## config.mk

```make
export PLATFORM = sky130hd
export DESIGN_NAME = uart_frame_loader
export DESIGN_NICKNAME = d
export VERILOG_FILES = /design/src/rtl/uart_frame_pkg.sv /design/src/rtl/byte_timeout_timer.sv /design/src/rtl/uart_frame_loader.sv
export SDC_FILE = /design/constraint.sdc
export NUM_CORES = 1
export LEC_CHECK = 0
export CORE_ASPECT_RATIO = 1.1
export CORE_MARGIN = 2
export CORE_UTILIZATION = 30
export DETAILED_ROUTE_END_ITERATION = 8
export DONT_BUFFER_PORTS = 1
export GPL_TIMING_DRIVEN = 1
export PLACE_DENSITY = 0.45
export SYNTH_ARGS = -nofsm -noshare
export SYNTH_HDL_FRONTEND = slang
export SYNTH_SLANG_ARGS = --single-unit
```

## constraint.sdc

```tcl
create_clock -name clk -period 3.8 [get_ports clk]
set_input_delay 0.19 -clock clk [delete_from_list [all_inputs] [get_ports clk]]
set_output_delay 0.19 -clock clk [all_outputs]
set_load 0.03 [all_outputs]
```

## src/rtl/uart_frame_pkg.sv

```systemverilog
// Shared types for the framed UART parameter loader.
package uart_frame_pkg;

    typedef enum logic [1:0] {
        HUNT    = 2'd0,
        PAYLOAD = 2'd1,
        CHECK   = 2'd2
    } state_t;

    typedef enum logic [1:0] {
        ERR_NONE     = 2'd0,
        ERR_CHECKSUM = 2'd1,
        ERR_TIMEOUT  = 2'd2
    } err_code_t;

endpackage

```

## src/rtl/byte_timeout_timer.sv

```systemverilog
// Inter-byte idle timer: counts idle cycles while enabled, pulses expired on the
// CYCLES-th consecutive idle cycle unless a byte (clear) lands in that same cycle.
module byte_timeout_timer #(
    parameter int CYCLES = 17360
) (
    input  logic clk,
    input  logic rstn,
    input  logic enable,
    input  logic clear,
    output logic expired
);
    localparam int W = $clog2(CYCLES);

    logic [W-1:0] cnt;

    // clear has priority so a byte on the expiry cycle still counts as on time
    assign expired = enable && !clear && (cnt == W'(CYCLES - 1));

    always_ff @(posedge clk) begin
        if (!rstn) begin
            cnt <= '0;
        end else if (!enable || clear || expired) begin
            cnt <= '0;
        end else begin
            cnt <= cnt + W'(1);
        end
    end

endmodule

```

## src/rtl/uart_frame_loader.sv

```systemverilog
// Sync-hunting frame loader: assembles an MSB-first payload into a shadow register,
// optionally checks a trailing sum byte, and commits to params only on a good frame.
module uart_frame_loader
    import uart_frame_pkg::*;
#(
    parameter int          PAYLOAD_BYTES  = 26,
    parameter logic [7:0]  SYNC_BYTE      = 8'hA5,
    parameter bit          CHECKSUM_EN    = 1'b1,
    parameter int          TIMEOUT_CYCLES = 17360
) (
    input  logic                       clk,
    input  logic                       rstn,
    input  logic [7:0]                 rx_data,
    input  logic                       rx_valid,
    output logic [8*PAYLOAD_BYTES-1:0] params,
    output logic                       params_ready,
    output logic                       busy,
    output logic                       err,
    output logic [1:0]                 err_code,
    output logic [15:0]                frame_count
);
    localparam int PW    = 8 * PAYLOAD_BYTES;
    localparam int IDX_W = $clog2(PAYLOAD_BYTES + 1);

    state_t           state;
    logic [IDX_W-1:0] idx;
    logic [7:0]       sum;
    logic [PW-1:0]    shadow;
    logic [PW-1:0]    shadow_merged;
    logic             expired;

    byte_timeout_timer #(.CYCLES(TIMEOUT_CYCLES)) u_timer (
        .clk     (clk),
        .rstn    (rstn),
        .enable  (state != HUNT),
        .clear   (rx_valid),
        .expired (expired)
    );

    // Shadow with the current byte dropped in, so a no-checksum frame can
    // commit its final byte on the same edge it arrives.
    always_comb begin
        shadow_merged = shadow;
        shadow_merged[{idx, 3'b000} +: 8] = rx_data;
    end

    assign busy = (state != HUNT);

    always_ff @(posedge clk) begin
        if (!rstn) begin
            state        <= HUNT;
            idx          <= '0;
            sum          <= '0;
            shadow       <= '0;
            params       <= '0;
            params_ready <= 1'b0;
            err          <= 1'b0;
            err_code     <= ERR_NONE;
            frame_count  <= '0;
        end else begin
            params_ready <= 1'b0;
            err          <= 1'b0;
            case (state)
                HUNT: begin
                    if (rx_valid && rx_data == SYNC_BYTE) begin
                        state <= PAYLOAD;
                        idx   <= IDX_W'(PAYLOAD_BYTES - 1);
                        sum   <= '0;
                    end
                end
                PAYLOAD: begin
                    if (rx_valid) begin
                        shadow <= shadow_merged;
                        sum    <= sum + rx_data;
                        if (idx == '0) begin
                            if (CHECKSUM_EN) begin
                                state <= CHECK;
                            end else begin
                                params       <= shadow_merged;
                                params_ready <= 1'b1;
                                err_code     <= ERR_NONE;
                                frame_count  <= frame_count + 16'd1;
                                state        <= HUNT;
                            end
                        end else begin
                            idx <= idx - IDX_W'(1);
                        end
                    end else if (expired) begin
                        err      <= 1'b1;
                        err_code <= ERR_TIMEOUT;
                        state    <= HUNT;
                    end
                end
                CHECK: begin
                    if (rx_valid) begin
                        if (rx_data == sum) begin
                            params       <= shadow;
                            params_ready <= 1'b1;
                            err_code     <= ERR_NONE;
                            frame_count  <= frame_count + 16'd1;
                        end else begin
                            err      <= 1'b1;
                            err_code <= ERR_CHECKSUM;
                        end
                        state <= HUNT;
                    end else if (expired) begin
                        err      <= 1'b1;
                        err_code <= ERR_TIMEOUT;
                        state    <= HUNT;
                    end
                end
                default: state <= HUNT;
            endcase
        end
    end

endmodule

```

Yosys cells after proc, flatten, opt, wreduce, memory -nomap -nowiden
Cells that the tools add are included.
{ "totals": {"regBits": 466, "mem_bits_ro": 0, "input_bits": 11, "out_inout_bits": 229, "ramBits": 0, "latch_bits": 0, "n_memories": 0, "wordCells": 73} }
{ "classes": {"mux": 25, "mul": 0, "div_mod_pow": 0, "n_lt_le_gt_ge": 0, "shift": 2, "n_eq_ne": 10, "n_bitwise": 1, "add_sub_neg": 5, "n_reduce_logical": 20} }
{ "op_table": {"columns": ["op", "n"], "rows": [
  ["$bwmux 208", 1],
  ["$shift 8x10->208 const A", 1],
  ["$shiftx 8x10->208", 1],
  ["$add 16x1->16 const B", 1],
  ["$mux 2", 8],
  ["$mux 8", 2],
  ["$pmux 8 s2", 1],
  ["$add 15x1->15 const B", 1],
  ["$eq 15x15->1 const B", 1],
  ["$mux 5", 3],
  ["$neg 8->10", 1],
  ["$pmux 5 s2", 1],
  ["$reduce_and 3->1", 3],
  ["$add 8x8->8", 1],
  ["$eq 8x8->1", 1],
  ["$eq 8x8->1 const B", 1],
  ["$ne 2x2->1 const B", 4],
  ["$mux 1", 6],
  ["$pmux 2 s3", 1],
  ["$reduce_and 2->1", 3],
  ["$reduce_bool 2->1", 3],
  ["$logic_not 5->1", 1],
  ["$sub 5x1->5 const B", 1],
  ["$pmux 2 s2", 1],
  ["other kinds (11)", 15]
]} }

Longest topological paths before layout
Gate-level depths: netlist of the first run.
{ "depth": {"ltp_word": 6, "depth_mapped": 13, "mapped_depth_nobuf": 9} }

By module
Synthesis of the first run repeated with hierarchy kept, for this count alone.
{ "unflattened": {"cells_unflattened": 2029, "area_unflattened_um2": 17718.2} }
{ "modules_own_cells": {"columns": ["mod", "area_each_um2", "n_inst", "cells_each"], "rows": [
  ["uart_frame_loader", 17045.1, 1, 1956],
  ["byte_timeout_timer", 673.1, 1, 73]
]} }

Least setup slack after synthesis of the first run
OpenSTA, ideal clock, no wires.
{ "synth_path": {"kind": "reg-to-reg", "startpoint": "register idx[1]", "endpoint": "register shadow[207]", "path_stages_with_launch": 14, "path_slack_ns": 0.935, "t_arrival_ns": 2.738, "setup_time_ns": 0.128, "path_buffers": 4, "required_ns": 3.672, "synth_period_minus_slack_ns": 2.865, "path_cell_list": "dfxtp_1 buf_6 inv_1 ha_1 buf_2 nor3b_1 ha_1 and3b_1 clkbuf_1 nand2_1 o21bai_1 clkbuf_1 mux2i_1 nor2_1"} }
{ "synth_via": {"elab_chain_len": 3, "word_cells_on_any_way": 4, "classes_between": "add/sub (1); shift (2); mux (1)"} }
{ "synth_rtl": {"columns": ["item", "line", "source"], "rows": [
  ["start, declared", "uart_frame_loader.sv:26", "logic [IDX_W-1:0] idx;"],
  ["start signal, assigned", "uart_frame_loader.sv:67", "idx <= IDX_W'(PAYLOAD_BYTES - 1);"],
  ["start signal, assigned", "uart_frame_loader.sv:86", "idx <= idx - IDX_W'(1);"],
  ["$neg 8->10 *", "uart_frame_loader.sv:44", "shadow_merged[{idx, 3'b000} +: 8] = rx_data;"],
  ["$shiftx 8x10->208 / $shift 8x10->208 (equally long branches)", "uart_frame_loader.sv:44", null],
  ["$bwmux 208 *", "uart_frame_loader.sv:44", null],
  ["end signal, assigned", "uart_frame_loader.sv:73", "shadow <= shadow_merged;"],
  ["end, declared", "uart_frame_loader.sv:28", "logic [PW-1:0] shadow;"]
]} }
Mark *: on every way between the ends. The rest lies on a longest branch, timed or not.
A chain may end at the register's enable or synchronous reset.

Worst setup path after layout of the first run
{ "layout_path": {"startpoint": "register idx[0]", "endpoint": "register shadow[23]"} }
The elaborated chain is that of the path after synthesis.

==> qor.txt, run 1 <==
crit-path cells: inv_1, ha_1, or4b_2, and3_1, buf_4, and3_1, mux2i_1, nor2_1
share of cells above drive strength 1: 6.97%
Port Buffers: 0
Final Hold Fails: 0
Worst Max-Slew Pin Slew: 1140 ps
met2 GRT Util: 30.1%
crit path DAT: 3890 ps
Syn Inst Count: 2152
distinct cell type count after synthesis: 65
DRT antenna net count: 0
Num CTS Buffers: 51
Fin Hold WS: 34.8 ps
commonest non-fill, non-tap cell in the layout: nand2_1
min-delay src: rx_data[2]
first-pass GRT wire length: 86.2 mm
worst flop-to-flop path endpoint: shadow[23]$_SDFFE_PN0P_
Die W: 237 um
CTS Sinks: 466
Req. time, crit path: 4240 ps
core footprint: 59500 sq um
latest clock arrival within the worst-skew pair: 610 ps
# fillers: 6177
final worst path period share: 90.9%
P per Cell Area: 512 nW/um^2
launch point of the worst reg-to-reg path: idx[0]$_SDFFE_PN0P_
Worst Hold Class: in2reg
Worst Path Max Fanout: 19
RSZ-0062 raised after global routing: no
nets: 2126
flop-to-flop setup slack: 350 ps
Seq/Total Area, Yosys: 51.9%
Synth Register Bits: 466
largest cells by area after synthesis: dfxtp_1 52%, nand2_1 11%, a21oi_1 7.4%
area delta synth->final: 16.1%
Clock Path Buffers: 3
Crit Path Class: reg2reg
DRC: 0
Slew HR: 23.4%
sink of the worst hold path: shadow[154]$_SDFFE_PN0P_
PnR Total Power: 0.0107 W
Ys Warns: 0
slowest CP cell: or4b_2
root buffer cell: clkbuf_16
CTS tree: built
FFs w/ async S/R, synth: 0%
hold depth: 2
Boundary Pins: 240
commonest cells after routing, fill and taps aside: 527 x nand2_1, 466 x dfxtp_1, 266 x a21oi_1
average wire per standard cell: 19.8 um
pins over their slew limit: 0
Critical Path End Type: flop
row count: 94
area leader, netlist: dfxtp_1
Highest Clock Rate: 0.290 GHz
die area: 61900 sq um
Post-synth EDFFs: 0
crit start category: flop
top-area cell type share of the netlist area: 51.9%
starting density of the core: 30.2%
Final Critical Period: 3450 ps
Vias: 14400
dpl hpwl: 35.7 mm
largest net degree at the start of global routing: 163
GRT busiest layer: met2
Initial DRC Count: 956
CTS H-tree lvls: 2
initial antenna violation count: 2
post-CTS setup buffers: 0
met3 Use GR: 4.75%
met1 global-route usage: 23.5%
Top FF cell, synth: dfxtp_1
Mapped Avg Cell Area: 8.35 sq um
Setup-failing EPs final: 0
status: finished clean
via-per-instance ratio: 4.95
post-layout util: 35.0%
global-route congestion overflow total: 0
Die Y: 261 um
CTS clock-pin slew for the worst setup and hold paths: 60 ps
Net Count, Synth: 2182
Routability Congestion: 0.790
most frequent CP cell: and3_1
worst vdd ir: 0.283 mV
r2r worst-path depth: 8
LEAKAGE: 7.42 nW
Setup TNS: 0 ps
final wirelength: 57.5 mm
GRT Overall Usage: 18.1%
vias in the first global route: 13700
cell area after synthesis: 18000 sq um
max-cap violation count: 0
Largest stage delay, worst path: 890 ps
Worst Skew: 33.9 ps
DRT Pass-1 Iters: 5
-- cell families (layout without fill, tap and decap cells) --
logic type / count (synthesis) / after routing / share of synthesized area (%)
other: 0 / 2 / 0
adder cells (fa/ha/maj): 19 / 19 / 1.37
AO/OA/AOI/OAI: 390 / 390 / 11.8
buffers and inverters: 178 / 163 / 3.96
AND/OR/NAND/NOR: 951 / 951 / 22.9
multiplexers: 118 / 118 / 6.58
XOR/XNOR: 30 / 30 / 1.46
flip-flops: 466 / 466 / 51.9
-- power breakdown --
| group | switching [W] | internal (W) | total (W) |
|---|---|---|---|
| Combinational | 0.000179 | 0.0000535 | 0.000232 |
| Clock | 0.00215 | 0.00340 | 0.00556 |
| Sequential | 0.00000579 | 0.00489 | 0.00489 |
-- metrics by stage --
stage,area [sq um],setup slack [ps],std cells
after detailed placement,18600,305,2788
after global routing,20800,72.8,2905
after global placement,18600,459,2788
final,20900,346,2907
after CTS,20800,263,2905
after floorplan,18000,935,2152
-- sequential cells by signal, summed over array words and instances, names as in the netlist --
name          flops
params_ready      1
state             2
u_timer.cnt      15
idx               5
err_code          2
sum               8
err               1
frame_count      16
params          208
shadow          208
-- metal layers --
metal / routed length [um] / up-vias
li1: - / 7118
met1: 25700 / 6864
met2: 27000 / 336
met3: 3770 / 64
met4: 1020 / 0
met5: 0 / -
-- worst max path at each step --
| stage | end | from | cells after the start | slack (ps) |
|---|---|---|---|---|
| 2_1_floorplan | shadow[207]$_SDFFE_PN0P_ | idx[1]$_SDFFE_PN0P_ | 13 | 930 |
| 3_3_place_gp | shadow[175]$_SDFFE_PN0P_ | idx[0]$_SDFFE_PN0P_ | 9 | 460 |
| 3_5_place_dp | shadow[74]$_SDFFE_PN0P_ | idx[0]$_SDFFE_PN0P_ | 9 | 300 |
| 4_1_cts | shadow[33]$_SDFFE_PN0P_ | idx[0]$_SDFFE_PN0P_ | 9 | 260 |
| 5_1_grt | shadow[174]$_SDFFE_PN0P_ | idx[0]$_SDFFE_PN0P_ | 9 | 70 |
| 6_report | shadow[23]$_SDFFE_PN0P_ | idx[0]$_SDFFE_PN0P_ | 8 | 350 |
-- what timing repair did --
action | 4_1_cts | 5_1_grt
hold buffers | 23 | 0
endpoints found under the hold margin | 198 | 0
setup endpoints to repair | 0 | 26
resized for setup | 0 | 3
-- synth_stat cells (3+ instances only) --
cell type	count
a21oi_4	3
xor2_1	15
nand3b_1	4
and2_1	22
nand2b_1	4
nor4_1	9
mux2i_1	118
o21ai_0	84
or4_1	7
or3_1	17
o41ai_1	4
dfxtp_1	466
clkbuf_1	128
or2_2	4
nand2_1	527
a21oi_1	266
and3_1	27
a311oi_1	3
nand3_1	93
nor2_1	179
xnor2_1	15
nor3b_1	3
buf_2	23
nand4_1	25
nor3_1	15
buf_1	5
ha_1	18
inv_1	19
-- worst max-delay path, delay by kind of cell (launching register included) --
kind,cells,cell delay (ps)
adders and majority gates,1,380
and+or+nand+nor,4,1760
buffers and inverters,2,540
muxes,1,130
DFF,1,470
-- layout make-up --
type	instances	area, sq um	area share, %
Tap cell	768	961	4.61
Sequential cell	466	9330	44.7
Multi-Input combinational cell	1508	7980	38.3
Antenna cell	2	5.00	0.0240
Timing Repair Buffer	49	611	2.93
Inverter	20	82.6	0.396
Clock buffer	68	1460	7.01
Clock inverter	26	424	2.03
No activity file was read; power rests on OpenSTA's default activity.
==> run 2: changes to the inputs <==
CORE_MARGIN = 8   (was 2)
CTS_BUF_LIST = sky130_fd_sc_hd__clkbuf_4 sky130_fd_sc_hd__clkbuf_8   (was default)
==> run 2 against run 1 <==
Against the previous run: sequential share of layout area fell by 0.26 points; first-iteration DRC count decreased by 16%; clock skew shrank 3.2 ps; sequential power barely moved; largest power group unchanged.
==> qor.txt, run 2 (synthesized netlist as in run 1, its figures left out) <==
status: finished clean
final wirelength: 59.1 mm (+2.7%)
max-cap violation count: 0 (unchanged)
Num CTS Buffers: 86 (+69%)
Req. time, crit path: 4350 ps (+110 ps)
DRC: 0 (unchanged)
DRT antenna net count: 0 (unchanged)
Clock Path Buffers: 3 (unchanged)
worst vdd ir: 0.221 mV (-22%)
Critical Path End Type: flop
Setup WS pre-CTS: 404 ps (+99.0 ps)
Port Buffers: 0 (unchanged)
average wire per standard cell: 19.8 um (+0.13%)
Die Y: 273 um (+4.6%)
vias in the first global route: 14500 (+6.0%)
root buffer cell: clkbuf_8
global-route congestion overflow total: 0 (unchanged)
final worst path period share: 95.1% (+4.2 points)
via-per-instance ratio: 4.90 (-0.98%)
Routability Congestion: 0.768 (-2.8%)
CTS H-tree lvls: 3 (+1)
largest net degree at the start of global routing: 175 (+7.4%)
Highest Clock Rate: 0.277 GHz (-4.4%)
Crit Path Class: reg2reg
RSZ-0062 raised after global routing: no
CTS clock-pin slew for the worst setup and hold paths: 60 ps (about the same)
Slew HR: 17.3% (-6.0 points)
area delta synth->final: 16.8%
Vias: 14600 (+1.6%)
met2 GRT Util: 28.3% (-1.8 points)
GRT busiest layer: met2
LEAKAGE: 7.56 nW (+1.9%)
starting density of the core: 30.2% (unchanged)
crit start category: flop
Boundary Pins: 240 (unchanged)
row count: 94 (unchanged)
core footprint: 59500 sq um (unchanged)
Final Critical Period: 3610 ps (+159 ps)
Setup TNS: 0 ps (unchanged)
first-pass GRT wire length: 90.2 mm (+4.7%)
latest clock arrival within the worst-skew pair: 680 ps (+70 ps)
P per Cell Area: 490 nW/um^2 (-4.2%)
CTS tree: built
Setup-failing EPs final: 0 (unchanged)
placed cells: 2785 (-0.11%)
dpl hpwl: 36.5 mm (+2.4%)
met1 global-route usage: 20.2% (-3.2 points)
Final Non-Filler Cells: 2983 (+2.6%)
met3 Use GR: 5.73% (+0.98 points)
Worst Skew: 30.7 ps (-3.20 ps)
Setup WS post-layout: 187 ps (-159 ps)
crit path DAT: 4160 ps (+270 ps)
commonest cells after routing, fill and taps aside: 527 x nand2_1, 465 x dfxtp_1, 266 x a21oi_1
die area: 68000 sq um (+9.9%)
biggest regs: params x208, shadow x208, frame_count x16
pins over their slew limit: 0 (unchanged)
initial antenna violation count: 5 (+3)
Worst Max-Slew Pin Slew: 1230 ps (+90.0 ps)
commonest non-fill, non-tap cell in the layout: nand2_1
CTS Sinks: 466 (unchanged)
GRT Overall Usage: 16.9% (-1.1 points)
nets: 2178 (+2.4%)
Final Hold Fails: 0 (unchanged)
Initial DRC Count: 799 (-16%)
DRT Pass-1 Iters: 5 (unchanged)
Worst Path Max Fanout: 16 (-3)
share of cells above drive strength 1: 9.80% (+2.8 points)
Die W: 249 um (+5.1%)
Worst Hold Class: in2reg
==> run 2: metal layers <==
layer	up-vias	share of wire, %
met2	349	47
met3	75	7.7
met5	-	0
met4	0	2.3
met1	6956	43
li1	7234	-
==> run 2: per-stage QoR <==
step | hold slack, ps | power [W] | area (sq um) | utilization, %
2_1_floorplan | 345 | 0.00512 | 18000 | -
3_3_place_gp | 320 | 0.00513 | 18600 | 31.2
3_5_place_dp | 323 | 0.00513 | 18600 | 31.2
4_1_cts | 47.7 | 0.0105 | 20900 | 35.2
5_1_grt | 111 | 0.0107 | 21000 | 35.3
6_report | 134 | 0.0103 | 21000 | 35.3
==> run 2: cell type report <==
cell class	count	area (sq um)
fillers	6238	38500
flip-flops and latches	466	9330
multi-input cells	1508	7970
clock buffers	127	1600
well taps	768	961
repair buffers	66	766
clock inverters	27	267
inverters	20	82.6
diodes	1	2.50
==> run 2: worst max-delay path, cell delays in order (launching register included) <==
cell           delay [ps]
dfxtp_2               400
inv_1                 160
ha_1                  180
buf_4                 210
or4b_2                810
nand2_1               180
nor4_4                 60
buf_4                 210
nand3_1               100
dlygate4sd3_1         550
o21ai_0                80
dlygate4sd3_1         560
==> run 2: final timing paths <==
check	from	end	slack [ps]	cells after the start
setup / recovery	idx[0]$_SDFFE_PN0P_	shadow[196]$_SDFFE_PN0P_	190	11
hold / removal	rx_data[1]	sum[3]$_SDFFE_PN0P_	130	6
setup reg to reg	idx[0]$_SDFFE_PN0P_	shadow[196]$_SDFFE_PN0P_	190	11
hold reg to reg	shadow[96]$_SDFFE_PN0P_	params[96]$_SDFFE_PN0P_	440	2
==> run 2: power breakdown <==
part,total (W),switching [W],internal (W)
sequential,0.00490,0.00000599,0.00489
combinational,0.000241,0.000186,0.0000550
clock,0.00515,0.00217,0.00298
==> run 2: repair_timing <==
| item | 4_1_cts | 5_1_grt |
|---|---|---|
| hold buffers | 39 | 0 |
| endpoints found under the setup margin | 0 | 8 |
| hold endpoints to repair | 226 | 0 |
| setup buffers | 0 | 4 |
| gates resized for setup | 0 | 2 |
==> run 3: changes to the inputs <==
ABC_AREA = 1   (was default)
GPL_ROUTABILITY_DRIVEN = 0   (was default)
PLACE_DENSITY = 0.43   (was 0.45)
==> run 3 against run 2 <==
Against the previous run: the flow now finishes with violations (max-slew violations); non-clock buffer count is 103 higher; largest power group is now registers; cell count is 21% higher; wire length is 10% higher; global-route usage is 1.3 points higher; register-to-register slack better by 110 ps.
==> qor.txt, run 3 <==
final wirelength: 65.2 mm (+10%)
Slew HR: -0.607% (-18 points)
via-per-instance ratio: 4.65 (-5.1%)
initial antenna violation count: 3 (-2)
largest cells by area after synthesis: dfxtp_1 50%, nor2_1 14%, nand2_1 10%
row count: 96 (+2.1%)
Worst Skew: 22.6 ps (-8.08 ps)
slowest CP cell: dlygate4sd3_1
P per Cell Area: 453 nW/um^2 (-7.6%)
latest clock arrival within the worst-skew pair: 660 ps (-20 ps)
average wire per standard cell: 18.0 um (-9.0%)
RSZ-0062 raised after global routing: no
status: finished with violations
Die W: 254 um (+1.8%)
Seq/Total Area, Yosys: 50.0% (-1.9 points)
Boundary Pins: 240 (unchanged)
placed cells: 3315 (+19%)
FFs w/ async S/R, synth: 0% (unchanged)
share of cells above drive strength 1: 7.55% (-2.2 points)
Mapped Avg Cell Area: 7.13 sq um (-15%)
Ys Warns: 0 (unchanged)
core footprint: 62000 sq um (+4.1%)
Num CTS Buffers: 83 (-3.5%)
Synth Register Bits: 466 (unchanged)
Crit path buffers/inverters: 4 (-1)
switching power: 0.00242 W (+2.5%)
Setup-failing EPs final: 0 (unchanged)
PnR Total Power: 0.0102 W (-0.77%)
Final Hold Fails: 0 (unchanged)
largest net degree at the start of global routing: 276 (+58%)
distinct cell type count after synthesis: 34 (-48%)
CTS Sinks: 466 (unchanged)
Setup TNS: 0 ps (unchanged)
Internal: 0.00779 W (-1.7%)
Worst Hold Class: in2reg
Clock Path Buffers: 3 (unchanged)
Top FF cell, synth: dfxtp_1
Initial DRC Count: 836 (+4.6%)
Net Count, Synth: 2646 (+21%)
Post-synth top cells: 710 x nor2_1, 511 x nand2_1, 466 x dfxtp_1
Final Critical Period: 3510 ps (-107 ps)
area delta synth->final: 20.8%
failing checks: max-slew violations
delay-heaviest family, CP: simple AND/OR/NAND/NOR gates
Die Y: 277 um (+1.8%)
Vias: 16800 (+15%)
first-pass GRT wire length: 100 mm (+11%)
LEAKAGE: 9.65 nW (+28%)
Crit Path Class: reg2reg
Logic pwr share: 4.3% (+2.0 points)
DRT Pass-1 Iters: 6 (+1)
CTS clock-pin slew for the worst setup and hold paths: 60 ps (about the same)
nets: 2754 (+26%)
cell area after synthesis: 18600 sq um (+3.8%)
Port Buffers: 0 (unchanged)
GRT Overall Usage: 18.2% (+1.3 points)
Req. time, crit path: 4350 ps (about the same)
top-area cell type share of the netlist area: 50.0% (-1.9 points)
DRC: 0 (unchanged)
sequential power share: 48.1% (+0.5 points)
Final Non-Filler Cells: 3616 (+21%)
CTS H-tree lvls: 3 (unchanged)
worst vdd ir: 0.206 mV (-7.0%)
final worst path period share: 92.3% (-2.8 points)
Worst Max-Slew Pin Slew: 1510 ps (+278 ps)
Sw Ratio: 23.7% (+0.75 points)
vias in the first global route: 16600 (+14%)
crit-path cells: inv_2, ha_1, nand2_1, inv_1, ha_1, buf_4, nor2_1, nand3_1, nor2_4, nand2_1, o21ai_0, dlygate4sd3_1, nor2_1
DRT antenna net count: 0 (unchanged)
pins over their slew limit: 24 (+24)
Largest stage delay, worst path: 570 ps (-240 ps)
root buffer cell: clkbuf_8
commonest non-fill, non-tap cell in the layout: nor2_1
crit path DAT: 4050 ps (-110 ps)
CTS tree: built
crit start category: flop
clock power share: 47.6% (-2.5 points)
starting density of the core: 30.1% (-0.10 points)
commonest cells after routing, fill and taps aside: 709 x nor2_1, 511 x nand2_1, 466 x dfxtp_1
Fin Hold WS: 45.2 ps (-89.3 ps)
biggest regs: params x208, shadow x208, frame_count x16
post-CTS setup buffers: 0 (unchanged)
area leader, netlist: dfxtp_1
Highest Clock Rate: 0.285 GHz (+3.1%)
Critical Path End Type: flop
max-cap violation count: 0 (unchanged)
dpl hpwl: 41.2 mm (+13%)
Syn Inst Count: 2616 (+22%)
most frequent cell after synthesis: nor2_1
die area: 70400 sq um (+3.6%)
global-route congestion overflow total: 0 (unchanged)
Post-synth EDFFs: 0 (unchanged)
Worst Path Max Fanout: 13 (-3)
-- run 3: cell count changes after synthesis, moves of 13 or more --
cell      previous run  this run
a21oi_1            266       144
and2_1              22         1
and3_1              27         0
buf_2               23        43
buf_4                0        15
clkbuf_1           128        75
inv_1               19       172
mux2i_1            118         0
nand2_1            527       511
nand4_1             25        12
nor2_1             179       710
o21ai_0             84       242
or3_1               17         0
-- run 3: cell type report --
type / count / area [sq um]
timing repair buffer: 169 / 1750
inverter: 181 / 689
clock buffer: 130 / 1620
multi-input combinational: 1823 / 8000
clock inverter: 11 / 86.3
fill: 6707 / 39500
tap: 833 / 1040
antenna: 3 / 7.51
sequential: 466 / 9330
-- run 3: kinds of logic (layout without fill, tap and decap cells) --
family | Yosys count | in the layout | synth area share, %
other | 0 | 3 | 0
buffers and inverters | 328 | 491 | 7.29
adders and majority gates | 19 | 19 | 1.32
AOI/OAI and AO/OA | 391 | 391 | 10.5
and+or+nand+nor | 1404 | 1405 | 30.4
DFF | 466 | 466 | 50.0
xor gates and xnor gates | 8 | 8 | 0.416
-- run 3: worst register-to-register path, stage by stage (launching register included) --
cell           delay, ps
dfxtp_1              520
inv_2                160
ha_1                 300
nand2_1              120
inv_1                 50
ha_1                 280
buf_4                200
nor2_1               240
nand3_1              190
nor2_4               290
nand2_1              250
o21ai_0              200
dlygate4sd3_1        570
nor2_1                40
-- run 3: through the flow --
| step | area [sq um] | worst slack (ps) | util, % |
|---|---|---|---|
| floorplan | 18600 | 1370 | - |
| global placement | 19200 | 766 | 30.9 |
| detailed placement | 19200 | 687 | 30.9 |
| CTS | 22500 | 13.2 | 36.3 |
| global route | 22500 | 2.02 | 36.3 |
| finish | 22500 | 294 | 36.3 |
-- run 3: routing by layer --
layer / wire (um) / global-route usage (%) / vias up
met1: 27600 / 21.7 / 7853
met4: 1660 / 6.29 / 2
met3: 5220 / 6.05 / 116
met5: 10 / 0 / -
li1: - / - / 8444
met2: 30700 / 30.4 / 397
-- run 3: timing repair --
action | in CTS | in global routing
hold buffers | 156 | 0
endpoints found under the hold margin | 450 | 0
setup endpoints to repair | 0 | 61
gates resized for setup | 0 | 4
-- run 3: path summary, 6_finish.rpt --
path                                           startpoint                         to  slack (ps)  depth (start not counted)
worst max register to register        idx[0]$_SDFFE_PN0P_     shadow[2]$_SDFFE_PN0P_         290                         13
worst min register to register  u_timer.cnt[0]$_SDFF_PP0_  u_timer.cnt[0]$_SDFF_PP0_         450                          1
worst max-delay path                  idx[0]$_SDFFE_PN0P_     shadow[2]$_SDFFE_PN0P_         290                         13
worst min-delay path                                 rstn        sum[2]$_SDFFE_PN0P_          50                          3
-- run 3: power groups by stage --
stage / clock, W / sequential (W) / combinational [W]
2_1_floorplan: 0 / 0.00501 / 0.000279
3_3_place_gp: 0 / 0.00501 / 0.000286
3_5_place_dp: 0 / 0.00501 / 0.000286
4_1_cts: 0.00507 / 0.00490 / 0.000439
5_1_grt: 0.00527 / 0.00490 / 0.000486
6_report: 0.00486 / 0.00491 / 0.000443
